`src/rtl/mult_pkg.sv`:
```
// mult_pkg: shared multiplier widths and the operation tag carried alongside products
package mult_pkg;
    localparam int MULT_W = 32;
    localparam int PROD_W = 64;
    localparam int TAG_IDXW = 3;
    typedef struct packed {
        logic valid;
        logic [TAG_IDXW-1:0] idx;
    } mult_tag_t;
endpackage

```
`src/rtl/rr_pick.sv`:
```
// rr_pick: first valid requester found scanning upward from ptr with wrap-around
module rr_pick #(
    parameter int N = 4,
    localparam int W = $clog2(N)
) (
    input  logic [N-1:0] valid,
    input  logic [W-1:0] ptr,
    output logic [N-1:0] grant,
    output logic [W-1:0] idx,
    output logic any
);
    logic [W-1:0] lo, hi;
    logic lo_any, hi_any;
    // lowest valid at or above ptr wins; otherwise wrap to the lowest valid overall
    always_comb begin
        lo = '0;
        hi = '0;
        lo_any = 1'b0;
        hi_any = 1'b0;
        for (int j = N - 1; j >= 0; j--) begin
            if (valid[j]) begin
                lo = W'(j);
                lo_any = 1'b1;
            end
            if (valid[j] && W'(j) >= ptr) begin
                hi = W'(j);
                hi_any = 1'b1;
            end
        end
        idx = hi_any ? hi : lo;
        any = lo_any;
        grant = lo_any ? (N'(1) << idx) : '0;
    end
endmodule

```
`src/rtl/umultiplier.sv`:
```
// umultiplier: unsigned 32x32 multiplier with a fixed LAT-stage output pipeline and no reset
module umultiplier
    import mult_pkg::*;
#(
    parameter int LAT = 1
) (
    input  logic clk,
    input  logic [MULT_W-1:0] in1,
    input  logic [MULT_W-1:0] in2,
    output logic [PROD_W-1:0] out
);
    logic [PROD_W-1:0] pipe [LAT];
    // full-width product enters stage 0 and shifts toward the output
    always_ff @(posedge clk) begin
        pipe[0] <= PROD_W'(in1) * PROD_W'(in2);
        for (int i = 1; i < LAT; i++) pipe[i] <= pipe[i-1];
    end
    assign out = pipe[LAT-1];
endmodule

```
`src/rtl/mult_arbiter.sv`:
```
// mult_arbiter: round-robin sharing of one pipelined multiplier with tagged product return
module mult_arbiter
    import mult_pkg::*;
#(
    parameter int NREQ = 4,
    parameter int MULT_LAT = 1,
    localparam int IDXW = $clog2(NREQ)
) (
    input  logic clk,
    input  logic rst,
    input  logic [NREQ-1:0] req_valid,
    input  logic [MULT_W*NREQ-1:0] req_in1,
    input  logic [MULT_W*NREQ-1:0] req_in2,
    output logic [NREQ-1:0] req_ready,
    output logic [NREQ-1:0] rsp_valid,
    output logic [PROD_W-1:0] rsp_data,
    output logic [3:0] in_flight,
    output logic busy
);
    logic [IDXW-1:0] ptr, win;
    logic [NREQ-1:0] grant;
    logic any, xfer;
    logic [MULT_W-1:0] in1, in2;
    mult_tag_t tags [MULT_LAT];

    rr_pick #(.N(NREQ)) u_pick (
        .valid(req_valid),
        .ptr(ptr),
        .grant(grant),
        .idx(win),
        .any(any)
    );

    umultiplier #(.LAT(MULT_LAT)) u_mult (
        .clk(clk),
        .in1(in1),
        .in2(in2),
        .out(rsp_data)
    );

    assign req_ready = rst ? '0 : grant;
    assign xfer = any & ~rst;
    assign busy = in_flight != 4'd0;

    // winner's operands feed the multiplier; zero when nobody is granted
    always_comb begin
        in1 = '0;
        in2 = '0;
        for (int i = 0; i < NREQ; i++) begin
            if (req_ready[i]) begin
                in1 = req_in1[MULT_W*i +: MULT_W];
                in2 = req_in2[MULT_W*i +: MULT_W];
            end
        end
    end

    // pointer advance past the winner and tag shift aligned with the multiplier pipeline
    always_ff @(posedge clk or posedge rst) begin
        if (rst) begin
            ptr <= '0;
            for (int i = 0; i < MULT_LAT; i++) tags[i] <= '0;
        end else begin
            if (xfer) ptr <= (win == IDXW'(NREQ - 1)) ? '0 : win + 1'b1;
            tags[0] <= '{valid: xfer, idx: TAG_IDXW'(win)};
            for (int i = 1; i < MULT_LAT; i++) tags[i] <= tags[i-1];
        end
    end

    // retiring tag steers the response pulse and in-flight count is the number of live tags
    always_comb begin
        rsp_valid = '0;
        in_flight = '0;
        for (int i = 0; i < NREQ; i++)
            rsp_valid[i] = tags[MULT_LAT-1].valid && tags[MULT_LAT-1].idx == TAG_IDXW'(i);
        for (int i = 0; i < MULT_LAT; i++) in_flight = in_flight + 4'(tags[i].valid);
    end
endmodule

```
`config.mk`:
```
export PLATFORM = sky130hd
export DESIGN_NAME = mult_arbiter
export DESIGN_NICKNAME = d
export VERILOG_FILES = /design/src/rtl/mult_pkg.sv /design/src/rtl/rr_pick.sv /design/src/rtl/umultiplier.sv /design/src/rtl/mult_arbiter.sv
export SDC_FILE = /design/constraint.sdc
export NUM_CORES = 2
export LEC_CHECK = 0
export CORE_ASPECT_RATIO = 0.8
export CORE_MARGIN = 10
export CORE_UTILIZATION = 62
export CTS_BUF_LIST = sky130_fd_sc_hd__clkbuf_4 sky130_fd_sc_hd__clkbuf_8 sky130_fd_sc_hd__clkbuf_16
export DETAILED_ROUTE_END_ITERATION = 10
export DONT_BUFFER_PORTS = 1
export GPL_ROUTABILITY_DRIVEN = 0
export PLACE_DENSITY = 0.86
export SYNTH_ARGS = -nofsm -noshare
export SYNTH_HDL_FRONTEND = slang
export SYNTH_SLANG_ARGS = --single-unit
```
`constraint.sdc`:
```
create_clock -name clk -period 9.7 [get_ports clk]
set_input_delay 0.97 -clock clk [delete_from_list [all_inputs] [get_ports clk]]
set_output_delay 0.97 -clock clk [all_outputs]
set_load 0.02 [all_outputs]
```
==> flow_summary.yaml, run 1 <==
run_status:
  status: "stopped before the end"
  failing_step: "global routing (5_1_grt)"
  stop_error: "[ERROR GRT-0232] Routing congestion too high. Check the congestion heatmap in the GUI."
logic_synthesis:
  synth_fa_ha_area_share_pct: 59.2
  yosysTopAreaCellShare_pct: 49.9
  muxShareOfSynthArea_pct: 0
  synth_most_common_cell: "fa_1"
  synth_top_cell_by_area: "fa_1"
  synth-xor-area-share_pct: 1.49
  ys_ff_latch: 69
  synth_top_family_by_area: "adder cells"
  synthTopCellsByArea: "fa_1 50%, ha_1 9.3%, inv_1 9.1%, nor2_1 7.8%, nand2_1 6.5%"
  syn_inst: 4371
  avgSynthCellArea_um2: 8.23
  ys.flop_type: "dfxtp_1"
  synth.top_cells.by_count: "896 x fa_1, 873 x inv_1, 747 x nor2_1, 618 x nand2_1, 267 x ha_1"
  syn-cell-area_um2: 36000
  synth_edf_count: 0
  synth.distinct_cells: 51
  synth_compound_area_share_pct: 6.48
  ys_seq_area_share_pct: 3.91
  yosys.area_share.simple_pct: 16.9
  synthArstFlopShare_pct: 7.25
  synth_warnings: 0
place:
  place_area_um2: 41100
  dp_cells: 5452
  dpl.hpwl_mm: 122
  portBuffers: 0
clock_network:
  clockBufferDepth: 2
  htreeDepth: 3
  cts_root_buffer: "clkbuf_16"
  numCtsBuffers: 9
  hold_buffers: 0
  clkSinkCount: 69
floorplan:
  die_width_um: 289
  ioPinCount: 339
  num_rows: 78
  initial_core_util_pct: 63.0
  die_y_um: 235
grt:
  grt_usage_pct: 59.2
  grt_max_degree: 70
  overflow: 185
sta:
  crit_endpoint: "u_mult.pipe[0][62]$_DFF_P_/D"
  worst-ep-kind: "register data pin"
-- stage by stage --
stage	setup slack [ps]	TNS [ps]
CTS	-6.02	-6.02
floorplan	39.6	0
global placement	-667	-9520
detailed placement	-855	-14860
-- metal layers --
metal	GRT overflow	track usage, %
met5	0	33.2
met4	78	55.4
met3	1	51.0
met2	101	71.5
met1	5	57.4
-- cells by family after synthesis --
group | count (synthesis)
DFF | 69
other | 1
and+or+nand+nor | 1531
buffers and inverters | 1145
xor gates and xnor gates | 61
adders and majority gates | 1163
AOI/OAI and AO/OA | 401
-- what timing repair did --
item / in CTS
pin swaps: 18
endpoints found under the setup margin: 19
setup buffers: 7
resized for setup: 48
==> run 2: changes to the inputs <==
==> config.mk (replaced) <==
export PLATFORM = sky130hd
export DESIGN_NAME = mult_arbiter
export DESIGN_NICKNAME = d
export VERILOG_FILES = /design/src/rtl/mult_pkg.sv /design/src/rtl/rr_pick.sv /design/src/rtl/umultiplier.sv /design/src/rtl/mult_arbiter.sv
export SDC_FILE = /design/constraint.sdc
export NUM_CORES = 2
export LEC_CHECK = 0
export CORE_MARGIN = 10
export CORE_UTILIZATION = 40
export DETAILED_ROUTE_END_ITERATION = 10
export DONT_BUFFER_PORTS = 1
export GPL_ROUTABILITY_DRIVEN = 0
export PLACE_DENSITY_LB_ADDON = 0.15
export SYNTH_ARGS = -nofsm -noshare
export SYNTH_HDL_FRONTEND = slang
export SYNTH_SLANG_ARGS = --single-unit
==> constraint.sdc (replaced) <==
create_clock -name clk -period 12.6 [get_ports clk]
set_input_delay 1.26 -clock clk [delete_from_list [all_inputs] [get_ports clk]]
set_output_delay 1.26 -clock clk [all_outputs]
set_load 0.02 [all_outputs]
==> run 2 against run 1 <==
Compared with the run above:
- the flow now finishes without violations
- synthesized cell count unchanged
- area after synthesis unchanged
==> flow_summary.yaml, run 2 <==
run_status:
  status: "completed"
setup_path:
  crit_buf_inv: 7
  crit_required_ps: 12890
  critical_path_class: "input pin to register"
  critPathMaxStageDelay_ps: 690
  crit_arrival_ps: 12650
  path_delay_family: "adder cells"
  slowest_stage: "and2_1"
  cp-start-kind: "input pin"
  crit_path_end_kind: "register"
  path_max_fanout: 11
  cpMostUsedCell: "fa_1"
route:
  first_pass_iters: 5
  remaining_drc_errors: 0
  drt-vias-per-instance: 5.44
  drt_iter0_drc: 2822
  wl_mm: 144
  vias: 29500
  routedWlPerCell_um: 26.5
  antenna_left: 0
floorplan:
  initial_core_util_pct: 40.5
  fp.dieArea_um2: 102000
  die_width_um: 320
  core_um2: 88800
  ioPinCount: 339
  num_rows: 109
  die_y_um: 320
logic_synthesis:
  synth_top_family_by_area: "adder cells"
  yosysTopAreaCellShare_pct: 49.9
  ys_ff_latch: 69
  synthTopCellsByArea: "fa_1 50%, ha_1 9.3%, inv_1 9.1%, nor2_1 7.8%, nand2_1 6.5%"
  syn-cell-area_um2: 36000
  synth_top_cell_by_area: "fa_1"
  ys_seq_area_share_pct: 3.91
  synth.top_cells.by_count: "896 x fa_1, 873 x inv_1, 747 x nor2_1, 618 x nand2_1, 267 x ha_1"
  synth_most_common_cell: "fa_1"
  avgSynthCellArea_um2: 8.23
  synth_edf_count: 0
  synth_compound_area_share_pct: 6.48
  synth_warnings: 0
  synthArstFlopShare_pct: 7.25
  synth-xor-area-share_pct: 1.49
  synth.distinct_cells: 51
  synth_fa_ha_area_share_pct: 59.2
  syn_inst: 4371
  ys.flop_type: "dfxtp_1"
  yosys.area_share.simple_pct: 16.9
  muxShareOfSynthArea_pct: 0
layout:
  utilization_pct: 42.6
  final_cell_mix: "896 x fa_1, 873 x inv_1, 743 x nor2_1"
  top_register: "u_mult.pipe"
  synthToLayoutAreaGrowth_pct: 5.24
  nets: 5675
  fin_cells: 5426
  largest_reg_flops: 64
  drive_gt1_share_pct: 4.00
  final_common_cell: "fa_1"
  reg_top3: "u_mult.pipe x64, tags x3, ptr x2"
place:
  dp_cells: 5403
  portBuffers: 0
  dpl.hpwl_mm: 121
  pre_cts_slack_ps: -363
sta:
  final_max_slew_viol_count: 0
  fmaxAchievable_mhz: 81.0
  min_period_over_period_pct: 98.0
  setup_violations: 0
  tightest_slew_ps: 1190
  rsz0062_at_grt: "false"
  slew_headroom_pct: 20.1
  fin_tns_setup_ps: 0
  finalCriticalPeriod_ps: 12350
  timing.hold.ws_ps: 559
  skew_ps: 7.66
  setup_slack_ps: 248
  hold_viol: 0
pwr:
  pwr-share-clk_pct: 3.8
  power_switching_uw: 5180
  p_seq_share_pct: 6.3
  sw_frac_of_total_pct: 63.6
  combPwrFrac_pct: 89.9
  power_leakage_uw: 0.0187
  p_per_area_nw_per_um2: 215
  vdd_drop_max_uv: 176
  internal-power_uw: 2960
clock_network:
  clkSinkCount: 69
  htreeDepth: 3
  numCtsBuffers: 9
  hold_buffers: 0
  cts_root_buffer: "clkbuf_16"
  clockBufferDepth: 2
  cts_tree: "done"
  clk_latency_ps: 400
  cts.reportedPaths.clkPinSlew_ps: 70
grt:
  antenna_found_initial: 8
  grt_pass1_vias: 31500
  grt_usage_pct: 28.5
  grt_max_degree: 113
  grt_first_pass_wirelength_mm: 212
  overflow: 0
min_path:
  hold_path_class: "register to register"
run:
  cap_violations: 0
-- run 2: cell counts after synthesis --
Identical to the previous run, type by type.
-- run 2: power by group through the flow --
| stage | registers (uW) | clock network [uW] | logic (uW) |
|---|---|---|---|
| floorplan | 481 | 0 | 4710 |
| global placement | 533 | 0 | 7210 |
| detailed placement | 530 | 0 | 7230 |
| CTS | 527 | 323 | 7270 |
| global route | 530 | 324 | 8100 |
| finish | 513 | 310 | 7320 |
-- run 2: area by class of cell --
type,count,area [um^2]
fillers,9123,50900
multi-input cells,3159,30300
inverters,874,3280
well taps,1165,1460
flip-flops and latches,69,1410
repair buffers,137,1050
clock buffers,9,225
clock inverters,6,87.6
diodes,7,17.5
-- run 2: worst min-delay path, cell delays in order, from the launching register on --
cell and delay [ps]:
dfrtp_1 400, nand2_1 60, o21ai_0 60
-- run 2: stage by stage --
step / power [uW] / instance area [um^2]
2_1_floorplan: 5190 / 36000
3_3_place_gp: 7740 / 37500
3_5_place_dp: 7760 / 37500
4_1_cts: 8120 / 37800
5_1_grt: 8950 / 37800
6_report: 8140 / 37800
-- run 2: timing repair --
action	CTS	global route
setup endpoints to repair	0	3
gates resized for setup	0	6
buffers inserted	0	1
-- run 2: path summary, 6_finish.rpt --
path	from	cells after the start	endpoint	slack (ps)
max reg2reg	ptr[1]	37	u_mult.pipe[0][63]	640
min in group asynchronous	rst	1	tags[1]	650
min reg2reg	ptr[0]	2	ptr[0]	560
min	ptr[0]	2	ptr[0]	560
max in group asynchronous	rst	1	ptr[1]	11760
max	req_valid[1]	37	u_mult.pipe[0][63]	250
-- run 2: cells by family (layout without fill, tap and decap cells) --
group / after synthesis / after routing
and+or+nand+nor: 1531 / 1531
adders and majority gates: 1163 / 1163
buffers and inverters: 1145 / 1026
AOI/OAI and AO/OA: 401 / 401
DFF: 69 / 69
xor gates and xnor gates: 61 / 61
other: 1 / 10
-- run 2: layer usage --
metal | vias to the layer above | GRT usage, % | wire, um
li1 | 12600 | - | -
met5 | - | 0 | 63
met4 | 8 | 14.8 | 8960
met1 | 15100 | 34.9 | 55300
met3 | 363 | 6.87 | 13000
met2 | 1386 | 46.3 | 66600
Power figures use the tool's default switching activity.
